`src/rtl/my_test_monitor_axi4_regs_if.sv`:
```
// AXI4-Lite bus bundle for the t_ctrl register port.
// The master drives requests; the slave (register block) drives readies and responses.
interface my_test_monitor_axi4_regs_if #(
    parameter int addrWidth = 32,
    parameter int dataWidth = 32
);
    logic                   awvalid;
    logic                   awready;
    logic [addrWidth-1:0]   awaddr;
    logic [2:0]             awprot;
    logic                   wvalid;
    logic                   wready;
    logic [dataWidth-1:0]   wdata;
    logic [dataWidth/8-1:0] wstrb;
    logic                   bvalid;
    logic                   bready;
    logic [1:0]             bresp;
    logic                   arvalid;
    logic                   arready;
    logic [addrWidth-1:0]   araddr;
    logic [2:0]             arprot;
    logic                   rvalid;
    logic                   rready;
    logic [dataWidth-1:0]   rdata;
    logic [1:0]             rresp;

    modport master (
        output awvalid, awaddr, awprot, wvalid, wdata, wstrb, bready,
               arvalid, araddr, arprot, rready,
        input  awready, wready, bvalid, bresp, arready, rvalid, rdata, rresp
    );

    modport slave (
        input  awvalid, awaddr, awprot, wvalid, wdata, wstrb, bready,
               arvalid, araddr, arprot, rready,
        output awready, wready, bvalid, bresp, arready, rvalid, rdata, rresp
    );
endinterface

```
`src/rtl/my_test_monitor_axi4_regs.sv`:
```
// AXI4-Lite register block: numRegs byte-strobed RW scratch registers followed by
// read-only write/read transaction counters. AW and W are captured independently;
// the write commits on the edge where both are available. Registers are exported flat.
module my_test_monitor_axi4_regs #(
    parameter int addrWidth = 32,
    parameter int dataWidth = 32,
    parameter int numRegs   = 8
) (
    input  logic                           clk,
    input  logic                           reset,
    my_test_monitor_axi4_regs_if.slave     t_ctrl,
    output logic [numRegs*dataWidth-1:0]   regs_out
);
    localparam int NB  = dataWidth / 8;
    localparam int LSB = (dataWidth == 64) ? 3 : 2;
    localparam int IW  = addrWidth - LSB;
    localparam logic [IW-1:0] IDX_WR = IW'(numRegs);
    localparam logic [IW-1:0] IDX_RD = IW'(numRegs + 1);
    localparam logic [1:0] RESP_OKAY   = 2'b00;
    localparam logic [1:0] RESP_SLVERR = 2'b10;

    logic                 aw_held_q, aw_held_d, w_held_q, w_held_d;
    logic [IW-1:0]        awidx_q, awidx_d;
    logic [dataWidth-1:0] wdata_q, wdata_d;
    logic [NB-1:0]        wstrb_q, wstrb_d;
    logic                 bvalid_q, bvalid_d;
    logic [1:0]           bresp_q, bresp_d;
    logic                 rvalid_q, rvalid_d;
    logic [dataWidth-1:0] rdata_q, rdata_d;
    logic [1:0]           rresp_q, rresp_d;
    logic [dataWidth-1:0] wr_count_q, wr_count_d, rd_count_q, rd_count_d;
    logic [dataWidth-1:0] regs_q [numRegs];
    logic [dataWidth-1:0] regs_d [numRegs];

    logic                 aw_hs, w_hs, b_hs, ar_hs, r_hs, commit;
    logic [IW-1:0]        wr_idx, rd_idx;
    logic [dataWidth-1:0] wr_data;
    logic [NB-1:0]        wr_strb;

    // Protection bits and sub-word address bits carry no meaning here.
    logic unused_ok;
    assign unused_ok = &{1'b0, t_ctrl.awprot, t_ctrl.arprot,
                         t_ctrl.awaddr[LSB-1:0], t_ctrl.araddr[LSB-1:0]};

    assign t_ctrl.awready = !reset && !aw_held_q;
    assign t_ctrl.wready  = !reset && !w_held_q;
    assign t_ctrl.arready = !reset && !rvalid_q;
    assign t_ctrl.bvalid  = bvalid_q;
    assign t_ctrl.bresp   = bresp_q;
    assign t_ctrl.rvalid  = rvalid_q;
    assign t_ctrl.rdata   = rdata_q;
    assign t_ctrl.rresp   = rresp_q;

    // Handshakes and the effective write beat (held copy or the one arriving now).
    always_comb begin
        aw_hs   = t_ctrl.awvalid && t_ctrl.awready;
        w_hs    = t_ctrl.wvalid && t_ctrl.wready;
        b_hs    = bvalid_q && t_ctrl.bready;
        ar_hs   = t_ctrl.arvalid && t_ctrl.arready;
        r_hs    = rvalid_q && t_ctrl.rready;
        commit  = !bvalid_q && (aw_held_q || aw_hs) && (w_held_q || w_hs);
        wr_idx  = aw_held_q ? awidx_q : t_ctrl.awaddr[addrWidth-1:LSB];
        wr_data = w_held_q ? wdata_q : t_ctrl.wdata;
        wr_strb = w_held_q ? wstrb_q : t_ctrl.wstrb;
        rd_idx  = t_ctrl.araddr[addrWidth-1:LSB];
    end

    // Write path: capture AW/W, commit byte lanes, hold B until its handshake.
    always_comb begin
        aw_held_d  = aw_held_q;
        w_held_d   = w_held_q;
        awidx_d    = awidx_q;
        wdata_d    = wdata_q;
        wstrb_d    = wstrb_q;
        bvalid_d   = bvalid_q;
        bresp_d    = bresp_q;
        regs_d     = regs_q;
        wr_count_d = wr_count_q;
        if (aw_hs) begin
            aw_held_d = 1'b1;
            awidx_d   = t_ctrl.awaddr[addrWidth-1:LSB];
        end
        if (w_hs) begin
            w_held_d = 1'b1;
            wdata_d  = t_ctrl.wdata;
            wstrb_d  = t_ctrl.wstrb;
        end
        if (commit) begin
            bvalid_d = 1'b1;
            bresp_d  = (wr_idx < IDX_WR) ? RESP_OKAY : RESP_SLVERR;
            for (int k = 0; k < numRegs; k++) begin
                if (wr_idx == IW'(k)) begin
                    for (int b = 0; b < NB; b++) begin
                        if (wr_strb[b]) regs_d[k][8*b +: 8] = wr_data[8*b +: 8];
                    end
                end
            end
        end
        if (b_hs) begin
            aw_held_d  = 1'b0;
            w_held_d   = 1'b0;
            bvalid_d   = 1'b0;
            bresp_d    = RESP_OKAY;
            wr_count_d = wr_count_q + dataWidth'(1);
        end
    end

    // Read path: register the addressed value on AR, hold it until R handshake.
    always_comb begin
        rvalid_d   = rvalid_q;
        rdata_d    = rdata_q;
        rresp_d    = rresp_q;
        rd_count_d = rd_count_q;
        if (ar_hs) begin
            rvalid_d = 1'b1;
            rdata_d  = '0;
            rresp_d  = RESP_OKAY;
            if (rd_idx == IDX_WR) begin
                rdata_d = wr_count_q;
            end else if (rd_idx == IDX_RD) begin
                rdata_d = rd_count_q;
            end else if (rd_idx < IDX_WR) begin
                for (int k = 0; k < numRegs; k++) begin
                    if (rd_idx == IW'(k)) rdata_d = regs_q[k];
                end
            end else begin
                rresp_d = RESP_SLVERR;
            end
        end
        if (r_hs) begin
            rvalid_d   = 1'b0;
            rd_count_d = rd_count_q + dataWidth'(1);
        end
    end

    // State registers with synchronous reset; reset abandons any open transaction.
    always_ff @(posedge clk) begin
        if (reset) begin
            aw_held_q  <= 1'b0;
            w_held_q   <= 1'b0;
            awidx_q    <= '0;
            wdata_q    <= '0;
            wstrb_q    <= '0;
            bvalid_q   <= 1'b0;
            bresp_q    <= RESP_OKAY;
            rvalid_q   <= 1'b0;
            rdata_q    <= '0;
            rresp_q    <= RESP_OKAY;
            wr_count_q <= '0;
            rd_count_q <= '0;
            regs_q     <= '{default: '0};
        end else begin
            aw_held_q  <= aw_held_d;
            w_held_q   <= w_held_d;
            awidx_q    <= awidx_d;
            wdata_q    <= wdata_d;
            wstrb_q    <= wstrb_d;
            bvalid_q   <= bvalid_d;
            bresp_q    <= bresp_d;
            rvalid_q   <= rvalid_d;
            rdata_q    <= rdata_d;
            rresp_q    <= rresp_d;
            wr_count_q <= wr_count_d;
            rd_count_q <= rd_count_d;
            regs_q     <= regs_d;
        end
    end

    // Flatten the register file for observation by neighbouring test logic.
    always_comb begin
        regs_out = '0;
        for (int k = 0; k < numRegs; k++) begin
            regs_out[k*dataWidth +: dataWidth] = regs_q[k];
        end
    end
endmodule
```
`src/flat_wrapper.sv`:
```
// flat-port wrapper written by rule: the top's interface ports become plain ports
module my_test_monitor_axi4_regs_flat 
#(
    parameter int addrWidth = 32,
    parameter int dataWidth = 32,
    parameter int numRegs   = 8
)
  (clk, reset, regs_out, t_ctrl_awvalid, t_ctrl_awaddr, t_ctrl_awprot, t_ctrl_wvalid, t_ctrl_wdata, t_ctrl_wstrb, t_ctrl_bready, t_ctrl_arvalid, t_ctrl_araddr, t_ctrl_arprot, t_ctrl_rready, t_ctrl_awready, t_ctrl_wready, t_ctrl_bvalid, t_ctrl_bresp, t_ctrl_arready, t_ctrl_rvalid, t_ctrl_rdata, t_ctrl_rresp);
  my_test_monitor_axi4_regs_if #(.addrWidth(addrWidth), .dataWidth(dataWidth)) t_ctrl_i ();
  input  logic clk;
  input  logic reset;
  output logic [numRegs*dataWidth-1:0] regs_out;
  input wire logic [$bits(t_ctrl_i.awvalid)-1:0] t_ctrl_awvalid;
  input wire logic [$bits(t_ctrl_i.awaddr)-1:0] t_ctrl_awaddr;
  input wire logic [$bits(t_ctrl_i.awprot)-1:0] t_ctrl_awprot;
  input wire logic [$bits(t_ctrl_i.wvalid)-1:0] t_ctrl_wvalid;
  input wire logic [$bits(t_ctrl_i.wdata)-1:0] t_ctrl_wdata;
  input wire logic [$bits(t_ctrl_i.wstrb)-1:0] t_ctrl_wstrb;
  input wire logic [$bits(t_ctrl_i.bready)-1:0] t_ctrl_bready;
  input wire logic [$bits(t_ctrl_i.arvalid)-1:0] t_ctrl_arvalid;
  input wire logic [$bits(t_ctrl_i.araddr)-1:0] t_ctrl_araddr;
  input wire logic [$bits(t_ctrl_i.arprot)-1:0] t_ctrl_arprot;
  input wire logic [$bits(t_ctrl_i.rready)-1:0] t_ctrl_rready;
  output wire logic [$bits(t_ctrl_i.awready)-1:0] t_ctrl_awready;
  output wire logic [$bits(t_ctrl_i.wready)-1:0] t_ctrl_wready;
  output wire logic [$bits(t_ctrl_i.bvalid)-1:0] t_ctrl_bvalid;
  output wire logic [$bits(t_ctrl_i.bresp)-1:0] t_ctrl_bresp;
  output wire logic [$bits(t_ctrl_i.arready)-1:0] t_ctrl_arready;
  output wire logic [$bits(t_ctrl_i.rvalid)-1:0] t_ctrl_rvalid;
  output wire logic [$bits(t_ctrl_i.rdata)-1:0] t_ctrl_rdata;
  output wire logic [$bits(t_ctrl_i.rresp)-1:0] t_ctrl_rresp;
  assign t_ctrl_i.awvalid = t_ctrl_awvalid;
  assign t_ctrl_i.awaddr = t_ctrl_awaddr;
  assign t_ctrl_i.awprot = t_ctrl_awprot;
  assign t_ctrl_i.wvalid = t_ctrl_wvalid;
  assign t_ctrl_i.wdata = t_ctrl_wdata;
  assign t_ctrl_i.wstrb = t_ctrl_wstrb;
  assign t_ctrl_i.bready = t_ctrl_bready;
  assign t_ctrl_i.arvalid = t_ctrl_arvalid;
  assign t_ctrl_i.araddr = t_ctrl_araddr;
  assign t_ctrl_i.arprot = t_ctrl_arprot;
  assign t_ctrl_i.rready = t_ctrl_rready;
  assign t_ctrl_awready = t_ctrl_i.awready;
  assign t_ctrl_wready = t_ctrl_i.wready;
  assign t_ctrl_bvalid = t_ctrl_i.bvalid;
  assign t_ctrl_bresp = t_ctrl_i.bresp;
  assign t_ctrl_arready = t_ctrl_i.arready;
  assign t_ctrl_rvalid = t_ctrl_i.rvalid;
  assign t_ctrl_rdata = t_ctrl_i.rdata;
  assign t_ctrl_rresp = t_ctrl_i.rresp;
  my_test_monitor_axi4_regs #(.addrWidth(addrWidth), .dataWidth(dataWidth), .numRegs(numRegs)) u_core (.clk(clk), .reset(reset), .t_ctrl(t_ctrl_i), .regs_out(regs_out));
endmodule
```
`config.mk`:
```
export PLATFORM = sky130hd
export DESIGN_NAME = my_test_monitor_axi4_regs_flat
export DESIGN_NICKNAME = d
export VERILOG_FILES = /design/src/rtl/my_test_monitor_axi4_regs_if.sv /design/src/rtl/my_test_monitor_axi4_regs.sv /design/src/flat_wrapper.sv
export SDC_FILE = /design/constraint.sdc
export NUM_CORES = 1
export LEC_CHECK = 0
export CORE_MARGIN = 10
export CORE_UTILIZATION = 45
export CTS_CLUSTER_SIZE = 40
export DETAILED_ROUTE_END_ITERATION = 6
export MAX_ROUTING_LAYER = met4
export PLACE_DENSITY = 0.81
export SLEW_MARGIN = 20
export SYNTH_ARGS = -nofsm -noshare
export SYNTH_HDL_FRONTEND = slang
export SYNTH_SLANG_ARGS = --single-unit
```
`constraint.sdc`:
```
create_clock -name clk -period 3 [get_ports clk]
set_clock_uncertainty 0.05 [all_clocks]
set_input_delay 0.9 -clock clk [delete_from_list [all_inputs] [get_ports clk]]
set_output_delay 0.9 -clock clk [all_outputs]
set_load 0.02 [all_outputs]
```
==> results.tsv, run 1 <==
stage	metric	value	unit
status	status	finished, final reports clean	
setup_path	worstPathMaxFanout	4	
synth	yosysSeqAreaShare	42.4	%
synth	synth_area	0.0200	mm2
synth	ys.flop_type	dfxtp_1	
layout	final_common_cell	dfxtp_1	
synth	netlist.area_leader.share	42.4	%
synth	ys_types	69	
sta	post-route-period-util	97.1	%
layout	final_cell_mix	dfxtp_1 (423), clkdlybuf4s50_1 (395), o21ai_0 (259)	
synth	synth_edf_count	0	
drt	viasPerCell	5.90	
placement	gp_congestion	0.984	
setup_path	cp-start-kind	input port	
drt	drt-initial-drc-count	2144	
floorplan	row_count	77	
power	leakagePower	10.3	nW
global_route	antenna_found_initial	1	
layout	drive_above_1_share	13.5	%
placement	dp_hpwl	59900	um
run	maxCapViolations	0	
floorplan	io_pins	410	
clock_network	htree_levels	2	
synth	ys_ff_latch	424	
drt	wl_met1	33400	um
synth	synth_area_leaders	dfxtp_1 (42%), mux2i_1 (8.4%), o21ai_0 (6.5%)	
layout	finalNetCount	2794	
setup_path	timing.rr.end	u_core.regs_out[213]$_SDFFE_PP0P_	
global_route	grt_pass1_vias	18700	
clock_network	cts_buffers	46	
global_route	grt_use_total	28.7	%
clock_network	tritoncts	done	
drt	highest_layer	met4	
min_path	hold_path_depth	2	
global_route	gr-total-overflow	0	
synth	synthArstFlopShare	0	%
min_path	holdPathEnd	u_core.awidx_q[25]$_SDFFE_PP0P_	
drt	detail-route-antenna-nets	0	
drt	num_vias	19500	
clock_network	clock_sinks	424	
clock_network	clkSlewWorstSetupHoldPaths	0.06	ns
drt	wl	78400	um
floorplan	core	0.0441	mm2
drt	wl_met3	7490	um
drt	drt_first_pass_iters	6	
setup_path	rrSetupSlack	0.40	ns
sta	final_max_slew_viol_count	0	
synth	synth_cells	2266	
floorplan	fp.dieArea	0.0533	mm2
global_route	grt_pass1_wl	116000	um
floorplan	dieHeight	231	um
min_path	min-delay-start	u_core.awidx_q[25]$_SDFFE_PP0P_	
setup_path	crit_arrival	3.36	ns
setup_path	path_class	in -> reg	
sta	setup_viol_count_final	0	
sta	max_slew_margin	32.1	%
sta	fmax	343	MHz
drt	wl_met2	35200	um
drt	drcViolationCount	0	
synth	synth.largest_area_cell	dfxtp_1	
drt	wl_per_cell	23.7	um
placement	postPlaceCellArea	0.0255	mm2
setup_path	cp.required	3.45	ns
layout	final_area	0.0272	mm2
setup_path	crit_path_end_kind	register	
synth	syn_area_per_cell	8.83	um2
floorplan	die_w	231	um
sta	hold_viol	0	
setup_path	rr_worst_depth	7	
synth	ys_warn_count	0	
clock_network	cts_hold_buf	0	
setup_path	r2r-start	u_core.aw_held_q$_SDFFE_PP0P_	
power	vdd_drop_max	0.405	mV
floorplan	start_util	45.3	%
setup_path	startpoint	t_ctrl_araddr[25]	
sta	worstMarginPinSlew	1.02	ns
layout	syn_to_final_growth	36.0	%
sta	finalCriticalPeriod	2.91	ns
sta	tns	0	ns
power	cellPowerDensity	473	mW/mm2
clock_network	clk_latency	0.59	ns
placement	io_buffers	397	
global_route	grt_max_degree	173	
min_path	min_path_type	reg -> reg	
clock_network	clock_path_buffers	3	
clock_network	cts.root.buffer_cell	clkbuf_16	
power	fin_total_pwr	12.9	mW
layer usage:
metal	GRT usage [%]	vias up
met5	-	-
met2	43.6	978
li1	-	8909
met3	6.50	130
met4	9.21	0
met1	37.1	9514
sequential cells by signal, summed over array words and instances (netlist names):
signal,count
u_core.t_ctrl.rvalid,1
u_core.t_ctrl.rresp,1
u_core.t_ctrl.bvalid,1
u_core.wdata_q,32
u_core.t_ctrl.rdata,32
u_core.w_held_q,1
u_core.wr_count_q,32
u_core.awidx_q,30
u_core.rd_count_q,32
u_core.t_ctrl.bresp,1
u_core.wstrb_q,4
u_core.aw_held_q,1
u_core.regs_out,256
synthesized netlist by cell type, types with 28 or more instances:
master / count
o21ai_0: 260
nand2b_1: 199
nand3_1: 36
or2_2: 39
a21oi_1: 57
nand4_1: 28
mux2i_1: 168
dfxtp_1: 424
mux2_2: 31
nand2_1: 131
a22oi_1: 42
o211ai_1: 37
nand3b_1: 129
xor2_1: 28
clkbuf_1: 158
buf_2: 29
inv_1: 45
nor2_1: 135
a221oi_1: 31
kinds of logic (layout without fill, tap and decap cells):
| kind of cell | Yosys count | count (layout) | share of synthesized area (%) |
|---|---|---|---|
| muxes | 199 | 199 | 10.2 |
| adders and majority gates | 2 | 2 | 0.125 |
| AOI/OAI and AO/OA | 541 | 541 | 17.1 |
| DFF | 424 | 424 | 42.4 |
| xor gates and xnor gates | 45 | 45 | 1.97 |
| buffers and inverters | 239 | 688 | 4.76 |
| and+or+nand+nor | 815 | 815 | 23.4 |
| other | 1 | 4 | 0.0187 |
critical path, stage by stage:
cell	delay, ns
clkdlybuf4s50_1	0.43
nor4_2	0.32
buf_4	0.19
nand3_1	0.13
or2_2	0.36
or4_4	0.53
a41o_1	0.28
a211oi_2	0.21
area by class of cell:
class,count,area (um2)
tap,592,741
multi-input combinational,1604,10700
fill,3670,16900
timing repair buffer,558,5500
inverter,45,169
clock buffer,72,1460
sequential,424,8490
antenna,2,5.00
clock inverter,13,174
metrics by stage:
step           cells  setup slack [ns]  util, %  hold WS [ns]
2_1_floorplan   2267            0.0256        -         0.399
3_3_place_gp    3222            -0.665     57.7         0.408
3_5_place_dp    3222            -0.740     57.7         0.417
4_1_cts         3308            0.0144     61.5         0.427
5_1_grt         3309          -0.00542     61.7         0.445
6_report        3310            0.0857     61.7         0.423
where the power goes:
group,switching [mW],total [mW],leakage (nW),internal (mW)
logic,0.572,1.00,6.05,0.432
registers,0.0552,5.76,3.43,5.70
clock network,2.42,6.10,0.808,3.68
total,3.05,12.9,10.3,9.82
worst max path at each step:
stage / to / slack [ns]
after floorplan: t_ctrl_awready / 0.03
after global placement: u_core.t_ctrl.rdata[20]$_SDFFE_PP0P_ / -0.66
after detailed placement: u_core.t_ctrl.rdata[20]$_SDFFE_PP0P_ / -0.74
after CTS: u_core.t_ctrl.rdata[0]$_SDFFE_PP0P_ / 0.01
after global routing: u_core.t_ctrl.rdata[12]$_SDFFE_PP0P_ / -0.005
final: u_core.t_ctrl.rdata[17]$_SDFFE_PP0P_ / 0.09
timing repair:
item                       4_1_cts  5_1_grt
pin swaps                        1        2
buffers inserted                 1        0
setup endpoints to repair       29       31
cloned                           0        0
resized for setup                3       15
No activity file was read; power rests on OpenSTA's default activity.
==> run 2: changes to the inputs <==
Settings changed: CORE_UTILIZATION 45 to 35, PLACE_DENSITY 0.81 to 0.67.
==> results.tsv, run 2 (synthesis gave the netlist of run 1 again) <==
stage	metric	value	unit	change
status	status	finished, final reports clean		
floorplan	die_w	259	um	+12%
setup_path	cp_common_cell	buf_4		
layout	fillers	5263		+43%
placement	dp_hpwl	63100	um	+5.5%
setup_path	r2r-start	u_core.aw_held_q$_SDFFE_PP0P_		
layout	fin_cells	3489		+5.4%
global_route	grt_use_total	24.1	%	-4.6 points
clock_network	clock_path_buffers	3		unchanged
sta	post-route-period-util	98.7	%	+1.6 points
clock_network	htree_levels	2		unchanged
sta	setup_viol_count_final	0		unchanged
drt	drt-initial-drc-count	1602		-25%
clock_network	clk_latency	0.60	ns	about the same
floorplan	dieHeight	259	um	+12%
floorplan	core	0.0565	mm2	+28%
clock_network	cts_buffers	48		+4.3%
drt	drt_first_pass_iters	6		unchanged
setup_path	path_class	in -> reg		
placement	place_ws	-0.706	ns	+0.0337 ns
global_route	gr-total-overflow	0		unchanged
min_path	min-delay-start	u_core.t_ctrl.rdata[18]$_SDFFE_PP0P_		
sta	rsz0062_at_grt	yes		
setup_path	crit_path_cell_trace	clkdlybuf4s50_1 -> nor4_2 -> buf_4 -> nand4_1 -> buf_4 -> or3_4 -> buf_6 -> o21a_1 -> o211ai_1 -> nand3_1		
clock_network	cts.root.buffer_cell	clkbuf_16		
layout	largest_reg_flops	256		unchanged
sta	tns	0	ns	unchanged
floorplan	io_pins	410		unchanged
layout	final_area	0.0277	mm2	+1.8%
global_route	grt_pass1_vias	18600		-0.91%
run	maxCapViolations	0		unchanged
setup_path	crit_slowest_cell	clkdlybuf4s50_1		
layout	finalNetCount	2808		+0.50%
power	leakagePower	10.4	nW	+1.2%
power	cellPowerDensity	466	mW/mm2	-1.4%
drt	viasPerCell	5.51		-6.7%
min_path	min_path_type	reg -> reg		
power	vdd_drop_max	0.357	mV	-12%
sta	finalCriticalPeriod	2.96	ns	+0.0481 ns
clock_network	clock_sinks	424		unchanged
setup_path	crit_path_end_kind	register		
sta	fin_hold_ws	0.417	ns	-0.00677 ns
clock_network	clkSlewWorstSetupHoldPaths	0.06	ns	about the same
placement	dp.cells	3394		+5.3%
sta	worstMarginPinSlew	0.738	ns	-0.280 ns
setup_path	slowest_delay	0.43	ns	-0.10 ns
sta	fmax	338	MHz	-1.6%
setup_path	worstPathMaxFanout	13		+9
setup_path	crit_buf_inv	4		+2
setup_path	crit_arrival	3.38	ns	+0.02 ns
layout	final_cell_mix	dfxtp_1 (423), clkdlybuf4s50_1 (392), o21ai_0 (260)		
setup_path	cp-start-kind	input port		
floorplan	start_util	35.4	%	-9.9 points
global_route	grt_pass1_wl	121000	um	+3.8%
sta	max_slew_margin	50.6	%	+19 points
power	fin_total_pwr	12.9	mW	+0.41%
sta	fin_ws	0.0376	ns	-0.0481 ns
global_route	grt_max_degree	182		+5.2%
placement	gp_congestion	0.944		-4.0%
drt	wl	83200	um	+6.0%
sta	final_max_slew_viol_count	0		unchanged
setup_path	critical_path.top_delay_family	buffers and inverters		
setup_path	startpoint	t_ctrl_araddr[8]		
clock_network	cts_hold_buf	0		unchanged
drt	num_vias	19200		-1.6%
global_route	antenna_found_initial	1		unchanged
drt	drcViolationCount	0		unchanged
layout	final_util	49.1	%	-13 points
sta	hold_viol	0		unchanged
placement	postPlaceCellArea	0.0258	mm2	+1.1%
clock_network	tritoncts	done		
drt	wl_per_cell	23.8	um	+0.59%
drt	detail-route-antenna-nets	0		unchanged
floorplan	fp.dieArea	0.0671	mm2	+26%
layout	syn_to_final_growth	38.5	%	
placement	io_buffers	397		unchanged
layout	drive_above_1_share	14.4	%	+0.87 points
setup_path	cp.required	3.41	ns	-0.04 ns
floorplan	row_count	87		+13%
layout	final_common_cell	dfxtp_1		
## run 2: changes by cell type in the layout (fill, tap and decap cells not counted), sizes merged
cell and change:
clkinv -1, dlymetal6s2s +2, clkinvlp +3, clkbuf +4, clkdlybuf4s50 -3, buf +10
diode -1, inv +1
## run 2: final timing paths
path	end	slack, ns	cells past startpoint
max	u_core.t_ctrl.rdata[25]$_SDFFE_PP0P_	0.04	10
min	u_core.t_ctrl.rdata[18]$_SDFFE_PP0P_	0.42	2
max reg2reg	u_core.regs_out[217]$_SDFFE_PP0P_	0.48	7
min reg2reg	u_core.t_ctrl.rdata[18]$_SDFFE_PP0P_	0.42	2
## run 2: power breakdown
| group | internal, mW | switching [mW] | total (mW) |
|---|---|---|---|
| Clock | 3.65 | 2.48 | 6.13 |
| Combinational | 0.437 | 0.594 | 1.03 |
| Sequential | 5.70 | 0.0535 | 5.76 |
| Total | 9.79 | 3.13 | 12.9 |
## run 2: cell type report
type                       instances  area (um2)  area share (%)
antenna                            1        2.50         0.00903
clock buffer                      73        1440            5.18
clock inverter                    16         200           0.722
inverter                          45         169           0.610
multi-input combinational       1604       10800            39.0
sequential                       424        8490            30.6
tap                              756         946            3.41
timing repair buffer             570        5660            20.4
## run 2: what timing repair did
item | CTS | global route
setup buffers | 0 | 1
endpoints found under the setup margin | 24 | 32
gates resized for setup | 10 | 28
cloned | 1 | 3
pin swaps | 4 | 17
## run 2: metal layers
layer	vias up	global-route usage, %	wire length [um]
met1	9322	31.4	36600
met5	-	-	0
met2	814	35.8	36700
met4	0	7.66	2450
li1	8932	-	-
met3	142	6.18	7450
## run 2: worst min-delay path, stage by stage (launching register included)
cell	delay, ns
dfxtp_1	0.33
nand2_1	0.06
nand3_1	0.06
==> run 3: changes to the inputs <==
Settings changed: CAP_MARGIN from default to 20.
==> results of run 3 <==
No change in the layout: final DEF, timing and power equal those of run 2.
